===== src/rtl/uart_pkg.sv =====
// Shared definitions for the APB UART: register offsets, bit positions,
// FSM encodings and the parity helper used by both serial paths.
package uart_pkg;

    localparam logic [1:0] REG_DATA   = 2'd0;
    localparam logic [1:0] REG_STATUS = 2'd1;
    localparam logic [1:0] REG_CTRL   = 2'd2;
    localparam logic [1:0] REG_DIV    = 2'd3;

    localparam int ST_TX_EMPTY   = 0;
    localparam int ST_TX_FULL    = 1;
    localparam int ST_RX_EMPTY   = 2;
    localparam int ST_RX_FULL    = 3;
    localparam int ST_RX_OVR     = 4;
    localparam int ST_FRAME_ERR  = 5;
    localparam int ST_PARITY_ERR = 6;
    localparam int ST_TX_OVF     = 7;
    localparam int ST_TX_BUSY    = 8;

    localparam int CT_TX_EN        = 0;
    localparam int CT_RX_EN        = 1;
    localparam int CT_PAR_EN       = 2;
    localparam int CT_PAR_ODD      = 3;
    localparam int CT_IRQ_RX_EN    = 4;
    localparam int CT_IRQ_ERR_EN   = 5;
    localparam int CT_IRQ_TXE_EN   = 6;

    typedef enum logic [2:0] {
        TX_IDLE,
        TX_START,
        TX_DATA,
        TX_PARITY,
        TX_STOP
    } tx_state_t;

    typedef enum logic [2:0] {
        RX_IDLE,
        RX_START,
        RX_DATA,
        RX_PARITY,
        RX_STOP
    } rx_state_t;

    // Even parity is the XOR of the data bits; odd parity is its inverse.
    // Narrower characters are zero-extended, which leaves the XOR unchanged.
    function automatic logic parity_of(input logic [7:0] data, input logic odd);
        return (^data) ^ odd;
    endfunction

endpackage


===== src/rtl/uart_sync_fifo.sv =====
// Show-ahead synchronous FIFO with wrap-bit pointers. A pop in the same
// cycle frees a slot, so a push while full still lands when paired with a pop.
module uart_sync_fifo #(
    parameter int WIDTH = 8,
    parameter int DEPTH = 8
) (
    input  logic             clk,
    input  logic             rst_n,
    input  logic             push,
    input  logic             pop,
    input  logic [WIDTH-1:0] din,
    output logic [WIDTH-1:0] dout,
    output logic             full,
    output logic             empty
);

    localparam int AW = $clog2(DEPTH);

    logic [AW:0]      wr_ptr;
    logic [AW:0]      rd_ptr;
    logic [WIDTH-1:0] mem [DEPTH];
    logic             do_push;
    logic             do_pop;

    assign empty   = (wr_ptr == rd_ptr);
    assign full    = (wr_ptr[AW] != rd_ptr[AW]) && (wr_ptr[AW-1:0] == rd_ptr[AW-1:0]);
    assign do_pop  = pop && !empty;
    assign do_push = push && (!full || do_pop);
    assign dout    = mem[rd_ptr[AW-1:0]];

    // Pointer advance; the extra MSB distinguishes full from empty.
    always_ff @(posedge clk or negedge rst_n) begin
        if (!rst_n) begin
            wr_ptr <= '0;
            rd_ptr <= '0;
        end else begin
            if (do_push) wr_ptr <= wr_ptr + 1'b1;
            if (do_pop)  rd_ptr <= rd_ptr + 1'b1;
        end
    end

    // Storage needs no reset; the pointers define which entries are valid.
    always_ff @(posedge clk) begin
        if (do_push) mem[wr_ptr[AW-1:0]] <= din;
    end

endmodule


===== src/rtl/apb_uart_fifo.sv =====
// APB UART with TX/RX FIFOs, programmable divisor, optional parity,
// sticky error flags and a registered level interrupt.
module apb_uart_fifo #(
    parameter int         CLOCK_RATE = 100000000,
    parameter int         BAUD_RATE  = 9600,
    parameter int         DATA_BITS  = 8,
    parameter int         FIFO_DEPTH = 8,
    parameter logic [1:0] PSEL_ID    = 2'b10
) (
    input  logic        clk,
    input  logic        rst_n,
    input  logic [31:0] pAdd,
    input  logic [31:0] pwData,
    input  logic        pwr,
    input  logic [1:0]  psel,
    input  logic        pen,
    input  logic        rxd,
    output logic [31:0] prdata,
    output logic        pready,
    output logic        txd,
    output logic        irq
);

    import uart_pkg::*;

    localparam int         DIV_RESET_INT = CLOCK_RATE / BAUD_RATE;
    localparam logic [15:0] DIV_RESET    = DIV_RESET_INT[15:0];
    localparam logic [2:0]  LAST_BIT     = 3'(DATA_BITS - 1);

    logic                 access, wr_acc, rd_acc, w1c_hit;
    logic [1:0]           addr;
    logic [6:0]           ctrl;
    logic [15:0]          div_reg;
    logic                 rx_ovr, frame_err, parity_err, tx_ovf;
    logic                 set_rx_ovr, set_frame_err, set_parity_err, set_tx_ovf;
    logic [8:0]           status;

    logic                 tx_push, tx_pop, tx_full, tx_empty;
    logic [DATA_BITS-1:0] tx_dout;
    logic                 rx_push, rx_pop, rx_full, rx_empty;
    logic [DATA_BITS-1:0] rx_dout;

    tx_state_t            tx_state, tx_state_nx;
    logic                 tx_start, tx_bit_end, tx_busy;
    logic [15:0]          tx_cnt, tx_div;
    logic [2:0]           tx_bit;
    logic [DATA_BITS-1:0] tx_shift;
    logic                 tx_par_en, tx_par_bit;

    rx_state_t            rx_state, rx_state_nx;
    logic                 rx_begin, rx_done, rx_bit_end, rx_fall, rx_good, rx_par_bad;
    logic                 rxd_s1, rxd_s2, rxd_prev;
    logic [15:0]          rx_cnt, rx_div;
    logic [2:0]           rx_bit;
    logic [DATA_BITS-1:0] rx_shift;
    logic                 rx_par_en, rx_par_odd, rx_par_bit;

    logic                 unused_bits;

    assign unused_bits = ^{pAdd[31:4], pAdd[1:0], pwData[31:16]};

    assign access  = (psel == PSEL_ID) && pen;
    assign wr_acc  = access && pwr;
    assign rd_acc  = access && !pwr;
    assign addr    = pAdd[3:2];
    assign pready  = access;
    assign w1c_hit = wr_acc && (addr == REG_STATUS);

    assign tx_push    = wr_acc && (addr == REG_DATA);
    assign rx_pop     = rd_acc && (addr == REG_DATA) && !rx_empty;
    assign set_tx_ovf = tx_push && tx_full && !tx_pop;

    uart_sync_fifo #(.WIDTH(DATA_BITS), .DEPTH(FIFO_DEPTH)) u_tx_fifo (
        .clk   (clk),
        .rst_n (rst_n),
        .push  (tx_push),
        .pop   (tx_pop),
        .din   (pwData[DATA_BITS-1:0]),
        .dout  (tx_dout),
        .full  (tx_full),
        .empty (tx_empty)
    );

    uart_sync_fifo #(.WIDTH(DATA_BITS), .DEPTH(FIFO_DEPTH)) u_rx_fifo (
        .clk   (clk),
        .rst_n (rst_n),
        .push  (rx_push),
        .pop   (rx_pop),
        .din   (rx_shift),
        .dout  (rx_dout),
        .full  (rx_full),
        .empty (rx_empty)
    );

    // Gather the status word from FIFO flags, sticky errors and TX activity.
    always_comb begin
        status                = '0;
        status[ST_TX_EMPTY]   = tx_empty;
        status[ST_TX_FULL]    = tx_full;
        status[ST_RX_EMPTY]   = rx_empty;
        status[ST_RX_FULL]    = rx_full;
        status[ST_RX_OVR]     = rx_ovr;
        status[ST_FRAME_ERR]  = frame_err;
        status[ST_PARITY_ERR] = parity_err;
        status[ST_TX_OVF]     = tx_ovf;
        status[ST_TX_BUSY]    = tx_busy;
    end

    // Read mux; the bus sees zero outside access cycles and on an empty RX read.
    always_comb begin
        prdata = '0;
        if (access) begin
            case (addr)
                REG_DATA:   if (!rx_empty) prdata[DATA_BITS-1:0] = rx_dout;
                REG_STATUS: prdata[8:0]  = status;
                REG_CTRL:   prdata[6:0]  = ctrl;
                REG_DIV:    prdata[15:0] = div_reg;
                default:    prdata = '0;
            endcase
        end
    end

    // Control and divisor registers; divisors below 2 would break mid-bit sampling.
    always_ff @(posedge clk or negedge rst_n) begin
        if (!rst_n) begin
            ctrl    <= '0;
            div_reg <= DIV_RESET;
        end else if (wr_acc) begin
            if (addr == REG_CTRL) ctrl <= pwData[6:0];
            if (addr == REG_DIV)  div_reg <= (pwData[15:1] == 15'd0) ? 16'd2 : pwData[15:0];
        end
    end

    // Sticky flags: a hardware set in the same cycle overrides a W1C clear.
    always_ff @(posedge clk or negedge rst_n) begin
        if (!rst_n) begin
            rx_ovr     <= 1'b0;
            frame_err  <= 1'b0;
            parity_err <= 1'b0;
            tx_ovf     <= 1'b0;
        end else begin
            rx_ovr     <= (rx_ovr     & ~(w1c_hit & pwData[ST_RX_OVR]))     | set_rx_ovr;
            frame_err  <= (frame_err  & ~(w1c_hit & pwData[ST_FRAME_ERR]))  | set_frame_err;
            parity_err <= (parity_err & ~(w1c_hit & pwData[ST_PARITY_ERR])) | set_parity_err;
            tx_ovf     <= (tx_ovf     & ~(w1c_hit & pwData[ST_TX_OVF]))     | set_tx_ovf;
        end
    end

    // Registered interrupt combining the three enabled sources.
    always_ff @(posedge clk or negedge rst_n) begin
        if (!rst_n) begin
            irq <= 1'b0;
        end else begin
            irq <= (ctrl[CT_IRQ_RX_EN]  & ~rx_empty) |
                   (ctrl[CT_IRQ_ERR_EN] & (rx_ovr | frame_err | parity_err | tx_ovf)) |
                   (ctrl[CT_IRQ_TXE_EN] & tx_empty & ~tx_busy);
        end
    end

    assign tx_bit_end = (tx_cnt == 16'd0);
    assign tx_busy    = (tx_state != TX_IDLE);
    assign tx_pop     = tx_start;

    // TX next state; a frame only starts from IDLE or directly after STOP.
    always_comb begin
        tx_state_nx = tx_state;
        tx_start    = 1'b0;
        case (tx_state)
            TX_IDLE: begin
                if (ctrl[CT_TX_EN] && !tx_empty) begin
                    tx_state_nx = TX_START;
                    tx_start    = 1'b1;
                end
            end
            TX_START:  if (tx_bit_end) tx_state_nx = TX_DATA;
            TX_DATA:   if (tx_bit_end && (tx_bit == LAST_BIT))
                           tx_state_nx = tx_par_en ? TX_PARITY : TX_STOP;
            TX_PARITY: if (tx_bit_end) tx_state_nx = TX_STOP;
            TX_STOP: begin
                if (tx_bit_end) begin
                    if (ctrl[CT_TX_EN] && !tx_empty) begin
                        tx_state_nx = TX_START;
                        tx_start    = 1'b1;
                    end else begin
                        tx_state_nx = TX_IDLE;
                    end
                end
            end
            default: tx_state_nx = TX_IDLE;
        endcase
    end

    // TX state and datapath; divisor and parity mode are frozen per frame.
    always_ff @(posedge clk or negedge rst_n) begin
        if (!rst_n) begin
            tx_state   <= TX_IDLE;
            tx_cnt     <= '0;
            tx_div     <= '0;
            tx_bit     <= '0;
            tx_shift   <= '0;
            tx_par_en  <= 1'b0;
            tx_par_bit <= 1'b0;
        end else begin
            tx_state <= tx_state_nx;
            if (tx_start) begin
                tx_div     <= div_reg;
                tx_cnt     <= div_reg - 16'd1;
                tx_shift   <= tx_dout;
                tx_bit     <= '0;
                tx_par_en  <= ctrl[CT_PAR_EN];
                tx_par_bit <= parity_of(8'(tx_dout), ctrl[CT_PAR_ODD]);
            end else if (tx_state != TX_IDLE) begin
                if (tx_bit_end) begin
                    tx_cnt <= tx_div - 16'd1;
                    if (tx_state == TX_DATA) begin
                        tx_shift <= tx_shift >> 1;
                        tx_bit   <= tx_bit + 3'd1;
                    end
                end else begin
                    tx_cnt <= tx_cnt - 16'd1;
                end
            end
        end
    end

    // Line level follows the TX state directly so reset forces idle-high at once.
    always_comb begin
        txd = 1'b1;
        case (tx_state)
            TX_START:  txd = 1'b0;
            TX_DATA:   txd = tx_shift[0];
            TX_PARITY: txd = tx_par_bit;
            default:   txd = 1'b1;
        endcase
    end

    // Two-flop synchronizer plus a delayed copy for falling-edge detection.
    always_ff @(posedge clk or negedge rst_n) begin
        if (!rst_n) begin
            rxd_s1   <= 1'b1;
            rxd_s2   <= 1'b1;
            rxd_prev <= 1'b1;
        end else begin
            rxd_s1   <= rxd;
            rxd_s2   <= rxd_s1;
            rxd_prev <= rxd_s2;
        end
    end

    assign rx_fall    = rxd_prev & ~rxd_s2;
    assign rx_bit_end = (rx_cnt == 16'd0);
    assign rx_par_bad = rx_par_en && (rx_par_bit != parity_of(8'(rx_shift), rx_par_odd));

    assign set_frame_err  = rx_done && !rxd_s2;
    assign set_parity_err = rx_done && rxd_s2 && rx_par_bad;
    assign rx_good        = rx_done && rxd_s2 && !rx_par_bad;
    assign rx_push        = rx_good;
    assign set_rx_ovr     = rx_good && rx_full && !rx_pop;

    // RX next state; disabling the receiver abandons any frame in progress.
    always_comb begin
        rx_state_nx = rx_state;
        rx_begin    = 1'b0;
        rx_done     = 1'b0;
        if ((rx_state != RX_IDLE) && !ctrl[CT_RX_EN]) begin
            rx_state_nx = RX_IDLE;
        end else begin
            case (rx_state)
                RX_IDLE: begin
                    if (ctrl[CT_RX_EN] && rx_fall) begin
                        rx_state_nx = RX_START;
                        rx_begin    = 1'b1;
                    end
                end
                RX_START:  if (rx_bit_end) rx_state_nx = rxd_s2 ? RX_IDLE : RX_DATA;
                RX_DATA:   if (rx_bit_end && (rx_bit == LAST_BIT))
                               rx_state_nx = rx_par_en ? RX_PARITY : RX_STOP;
                RX_PARITY: if (rx_bit_end) rx_state_nx = RX_STOP;
                RX_STOP: begin
                    if (rx_bit_end) begin
                        rx_state_nx = RX_IDLE;
                        rx_done     = 1'b1;
                    end
                end
                default: rx_state_nx = RX_IDLE;
            endcase
        end
    end

    // RX state and datapath; the first wait is half a bit so later samples land mid-bit.
    always_ff @(posedge clk or negedge rst_n) begin
        if (!rst_n) begin
            rx_state   <= RX_IDLE;
            rx_cnt     <= '0;
            rx_div     <= '0;
            rx_bit     <= '0;
            rx_shift   <= '0;
            rx_par_en  <= 1'b0;
            rx_par_odd <= 1'b0;
            rx_par_bit <= 1'b0;
        end else begin
            rx_state <= rx_state_nx;
            if (rx_begin) begin
                rx_div     <= div_reg;
                rx_cnt     <= (div_reg >> 1) - 16'd1;
                rx_bit     <= '0;
                rx_par_en  <= ctrl[CT_PAR_EN];
                rx_par_odd <= ctrl[CT_PAR_ODD];
            end else if (rx_state != RX_IDLE) begin
                if (rx_bit_end) begin
                    rx_cnt <= rx_div - 16'd1;
                    if (rx_state == RX_DATA) begin
                        rx_shift <= {rxd_s2, rx_shift[DATA_BITS-1:1]};
                        rx_bit   <= rx_bit + 3'd1;
                    end
                    if (rx_state == RX_PARITY) rx_par_bit <= rxd_s2;
                end else begin
                    rx_cnt <= rx_cnt - 16'd1;
                end
            end
        end
    end

endmodule


===== config.mk =====
export PLATFORM = sky130hd
export DESIGN_NAME = apb_uart_fifo
export DESIGN_NICKNAME = d
export VERILOG_FILES = /design/src/rtl/uart_pkg.sv /design/src/rtl/uart_sync_fifo.sv /design/src/rtl/apb_uart_fifo.sv
export SDC_FILE = /design/constraint.sdc
export NUM_CORES = 1
export LEC_CHECK = 0
export ABC_AREA = 1
export CAP_MARGIN = 20
export CORE_MARGIN = 2
export CORE_UTILIZATION = 30
export CTS_CLUSTER_DIAMETER = 150
export DETAILED_ROUTE_END_ITERATION = 10
export PLACE_DENSITY_LB_ADDON = 0.25
export SYNTH_ARGS = -nofsm -noshare
export SYNTH_HDL_FRONTEND = slang
export SYNTH_HIERARCHICAL = 1
export SYNTH_SLANG_ARGS = --single-unit
export TNS_END_PERCENT = 30

===== constraint.sdc =====
create_clock -name clk -period 3.5 [get_ports clk]
set_input_delay 0.875 -clock clk [delete_from_list [all_inputs] [get_ports clk]]
set_output_delay 0.875 -clock clk [all_outputs]
set_load 0.02 [all_outputs]

==> tab_implementation.tex <==
\begin{tabular}{lr}
\hline
Metric & Value \\
\hline
\multicolumn{2}{l}{\textbf{Clock tree}} \\
\quad Clock tree from TritonCTS & done \\
\quad Post-CTS clock slew at the launch and capture registers of the worst setup and hold paths & 0.06 ns \\
\quad Htree depth & 2 \\
\quad CTS sink cnt & 272 \\
\quad Number of setup buffers added after CTS & 0 \\
\quad Root buffer selected by CTS & sky130\_fd\_sc\_hd\_\_clkbuf\_16 \\
\quad Clk Latency, worst-skew pair & 0.54 ns \\
\quad Longest Clk Path Bufs & 3 \\
\quad Clock buffer count from CTS & 34 \\
\multicolumn{2}{l}{\textbf{Critical path}} \\
\quad Type of the worst setup path & flop to primary output \\
\quad Startpoint type of the worst setup path & flop \\
\quad CP required & 2.62 ns \\
\quad Worst endpoint data arrival time & 2.48 ns \\
\quad Type of destination of the critical path & primary output \\
\quad Biggest fanout along the worst timing path & 7 \\
\multicolumn{2}{l}{\textbf{Detailed routing}} \\
\quad Overall via count from detail\_route & 10600 \\
\quad Sum of routed wire length over all layers & 35300 um \\
\quad Number of nets still failing antenna checks after routing & 0 \\
\quad Number of detailed-route iterations in the first pass & 5 \\
\quad DRC viols & 0 \\
\quad Wirelength per Cell & 15.7 um \\
\quad Iteration-0 DRC Markers & 699 \\
\quad Via/cell ratio & 4.71 \\
\multicolumn{2}{l}{\textbf{STA}} \\
\quad Setup TNS Final & 0 ns \\
\quad Fmax & 0.298 GHz \\
\quad Final hold viol count & 0 \\
\quad Relative slew margins & 0.561 \\
\quad Worst Tran Pin Value & 0.658 ns \\
\quad Unrepaired setup endpoints after global routing & false \\
\quad Final count of negative-setup-slack endpoints & 0 \\
\quad Share of the cycle needed by the critical path after routing & 0.959 \\
\quad Final min period & 3.36 ns \\
\quad Clock skew & 0.0172 ns \\
\quad Final-report max-slew violation count & 0 \\
\multicolumn{2}{l}{\textbf{Floorplan}} \\
\quad Floorplan row count & 78 \\
\quad Starting Density & 0.302 \\
\quad Die area & 0.0471 sq mm \\
\quad Die width & 217 um \\
\quad Floorplan core area & 0.0451 sq mm \\
\quad Top-level I/O count & 106 \\
\quad Floorplan die height & 217 um \\
\multicolumn{2}{l}{\textbf{Power}} \\
\quad Pleak & 7.18 nW \\
\quad Overall power after layout & 11.9 mW \\
\quad Power per cell area & 740 mW/mm\^{}2 \\
\quad Worst supply voltage drop on vdd & 0.000398 V \\
\multicolumn{2}{l}{\textbf{Final layout}} \\
\quad Most frequent cells in the layout & sky130\_fd\_sc\_hd\_\_nand2\_1 (414), sky130\_fd\_sc\_hd\_\_nor2\_1 (168), sky130\_fd\_sc\_hd\_\_dfrtp\_1 (133), sky130\_fd\_sc\_hd\_\_o21ai\_0 (132), sky130\_fd\_sc\_hd\_\_edfxtp\_1 (128) \\
\quad Area added between synthesis and finish & 18.1\% \\
\quad Ratio of cells with drive above 1 in the final layout & 0.140 \\
\quad Area occupied by multi-input gates & 0.00533 sq mm \\
\quad Final net count & 1699 \\
\quad Total of fill cells in the finished design & 4628 \\
\quad Finished Cell Area & 0.0161 sq mm \\
\quad Count of inserted antenna diode cells & 0 \\
\quad Commonest non-fill, non-tap cell in the layout & sky130\_fd\_sc\_hd\_\_nand2\_1 \\
\quad Area of all sequential standard cells & 0.00746 sq mm \\
\multicolumn{2}{l}{\textbf{Yosys}} \\
\quad Yosys warnings & 6 \\
\quad Sequential area share after synthesis & 0.548 \\
\quad Async set-or-reset flop fraction in the synthesized netlist & 0.529 \\
\quad Top flip-flop cell by instance count after synthesis & sky130\_fd\_sc\_hd\_\_dfrtp\_1 \\
\quad Mapped Area & 0.0136 sq mm \\
\quad Number of flip-flops and latches in the synthesized netlist & 272 \\
\quad Number of enable flip-flop cells after synthesis & 128 \\
\quad Instance count of the mapped netlist & 1526 \\
\quad Count of unique library cells instantiated by Yosys & 49 \\
\quad Post-Syn Area per Cell & 8.92 sq um \\
\multicolumn{2}{l}{\textbf{GRT}} \\
\quad Met2 track demand over resource in global routing & 0.256 \\
\quad Met3 Resource Use GR & 0.0261 \\
\quad Global routing's busiest layer & met2 \\
\quad Antenna violations before repair & 0 \\
\quad Global-route wire length before repair & 57200 um \\
\quad Maximum number of pins on one net before global-route repair & 65 \\
\quad Met1 Use GR & 0.201 \\
\quad Number of global-route vias before repair & 10300 \\
\quad Overall global routing resource usage & 0.153 \\
\quad Overall overflow remaining after global route & 0 \\
\multicolumn{2}{l}{\textbf{Placement}} \\
\quad IO Port Bufs & 43 \\
\quad Final Wtd Congestion & 0.818 \\
\quad Post-DP HPWL & 24000 um \\
\quad Post-detailed-placement cell area & 0.0150 sq mm \\
\multicolumn{2}{l}{\textbf{Run}} \\
\quad Max Cap Viol & 0 \\
\multicolumn{2}{l}{\textbf{Worst hold path}} \\
\quad Hold/Removal Path Class & flop to flop \\
\multicolumn{2}{l}{\textbf{Outcome}} \\
\quad Status & finished clean \\
\hline
\end{tabular}
-- per-layer routing --
metal	share of wire	vias up
li1	-	5223
met1	0.46	5080
met2	0.48	211
met3	0.039	55
met4	0.029	0
met5	0	-
-- Yosys cell counts, types with 13 or more instances --
cell                       count  area share
sky130_fd_sc_hd__nand3_1     103       0.038
sky130_fd_sc_hd__buf_4        17      0.0094
sky130_fd_sc_hd__a31oi_1      14      0.0064
sky130_fd_sc_hd__inv_1       125       0.034
sky130_fd_sc_hd__a21oi_1      18      0.0066
sky130_fd_sc_hd__nor2_4       13       0.011
sky130_fd_sc_hd__o21ai_0     132       0.049
sky130_fd_sc_hd__buf_2        19      0.0070
sky130_fd_sc_hd__dfrtp_1     136        0.25
sky130_fd_sc_hd__xnor2_1      13      0.0084
sky130_fd_sc_hd__clkbuf_1     21      0.0058
sky130_fd_sc_hd__o22ai_1      36       0.017
sky130_fd_sc_hd__nand2_2      13      0.0060
sky130_fd_sc_hd__edfxtp_1    128        0.28
sky130_fd_sc_hd__xor2_1       16       0.010
sky130_fd_sc_hd__nand3_2      18       0.013
sky130_fd_sc_hd__nand2_1     414        0.11
sky130_fd_sc_hd__nor2_1      169       0.047
sky130_fd_sc_hd__nor2_2       14      0.0064
-- layout make-up --
| cell class | count | share of cell area |
|---|---|---|
| timing repair buffer | 110 | 0.0592 |
| multi-input combinational | 1068 | 0.331 |
| clock inverter | 18 | 0.0103 |
| inverter | 132 | 0.0310 |
| clock buffer | 44 | 0.0577 |
| tap | 600 | 0.0467 |
| sequential | 272 | 0.464 |
-- power breakdown --
| group | internal [mW] | switching (mW) | leakage [nW] |
|---|---|---|---|
| registers | 3.87 | 0.373 | 3.00 |
| clock network | 2.04 | 1.44 | 0.550 |
| logic | 1.39 | 2.78 | 3.63 |
| total | 7.30 | 4.60 | 7.18 |
-- per-stage QoR --
step                      instances  utilization  worst slack, ns  hold slack (ns)
after floorplan                1541            -           0.0268            0.345
after global placement         2182        0.332           -0.384            0.347
after detailed placement       2182        0.332           -0.420            0.348
after CTS                      2244        0.357        0.0000511            0.356
after global routing           2244        0.357           0.0122            0.365
final                          2244        0.357            0.145            0.353
-- logic make-up (layout without fill, tap and decap cells) --
kind of cell	count (synthesis)	in the layout	synth area share
other	1	16	0.000275
muxes	1	1	0.000827
AOI/OAI and AO/OA	230	230	0.0949
xor gates and xnor gates	30	30	0.0199
adders and majority gates	10	10	0.00919
and+or+nand+nor	781	781	0.260
buffers and inverters	201	304	0.0670
DFF	272	272	0.548
-- path summary, 6_finish.rpt --
| check | from | to | slack (ns) | depth (start not counted) |
|---|---|---|---|---|
| max | u_rx_fifo/rd_ptr[3] | prdata[1] | 0.14 | 10 |
| min in group asynchronous | rst_n | tx_div[11] | 0.36 | 1 |
| max reg2reg | u_tx_fifo/rd_ptr[3] | tx_cnt[10] | 0.44 | 19 |
| min reg2reg | rxd_s1 | rxd_s2 | 0.35 | 0 |
| min | rxd_s1 | rxd_s2 | 0.35 | 0 |
| max in group asynchronous | rst_n | div_reg[7] | 2.36 | 2 |
-- worst max-delay path, cell delays in order (launching register included) --
cell,delay (ns)
sky130_fd_sc_hd__dfrtp_1,0.43
sky130_fd_sc_hd__xor2_2,0.22
sky130_fd_sc_hd__inv_1,0.12
sky130_fd_sc_hd__nand3_4,0.13
sky130_fd_sc_hd__inv_2,0.09
sky130_fd_sc_hd__nor2_2,0.13
sky130_fd_sc_hd__buf_4,0.15
sky130_fd_sc_hd__nand2_1,0.06
sky130_fd_sc_hd__a41oi_1,0.19
sky130_fd_sc_hd__buf_4,0.16
sky130_fd_sc_hd__clkdlybuf4s15_2,0.25
-- repair_timing --
action,in CTS,in global routing
gates resized for setup,32,6
hold buffers,0,0
pin swaps,0,1
setup endpoints to repair,16,6
Note: power is estimated with default switching activity, not from simulation.
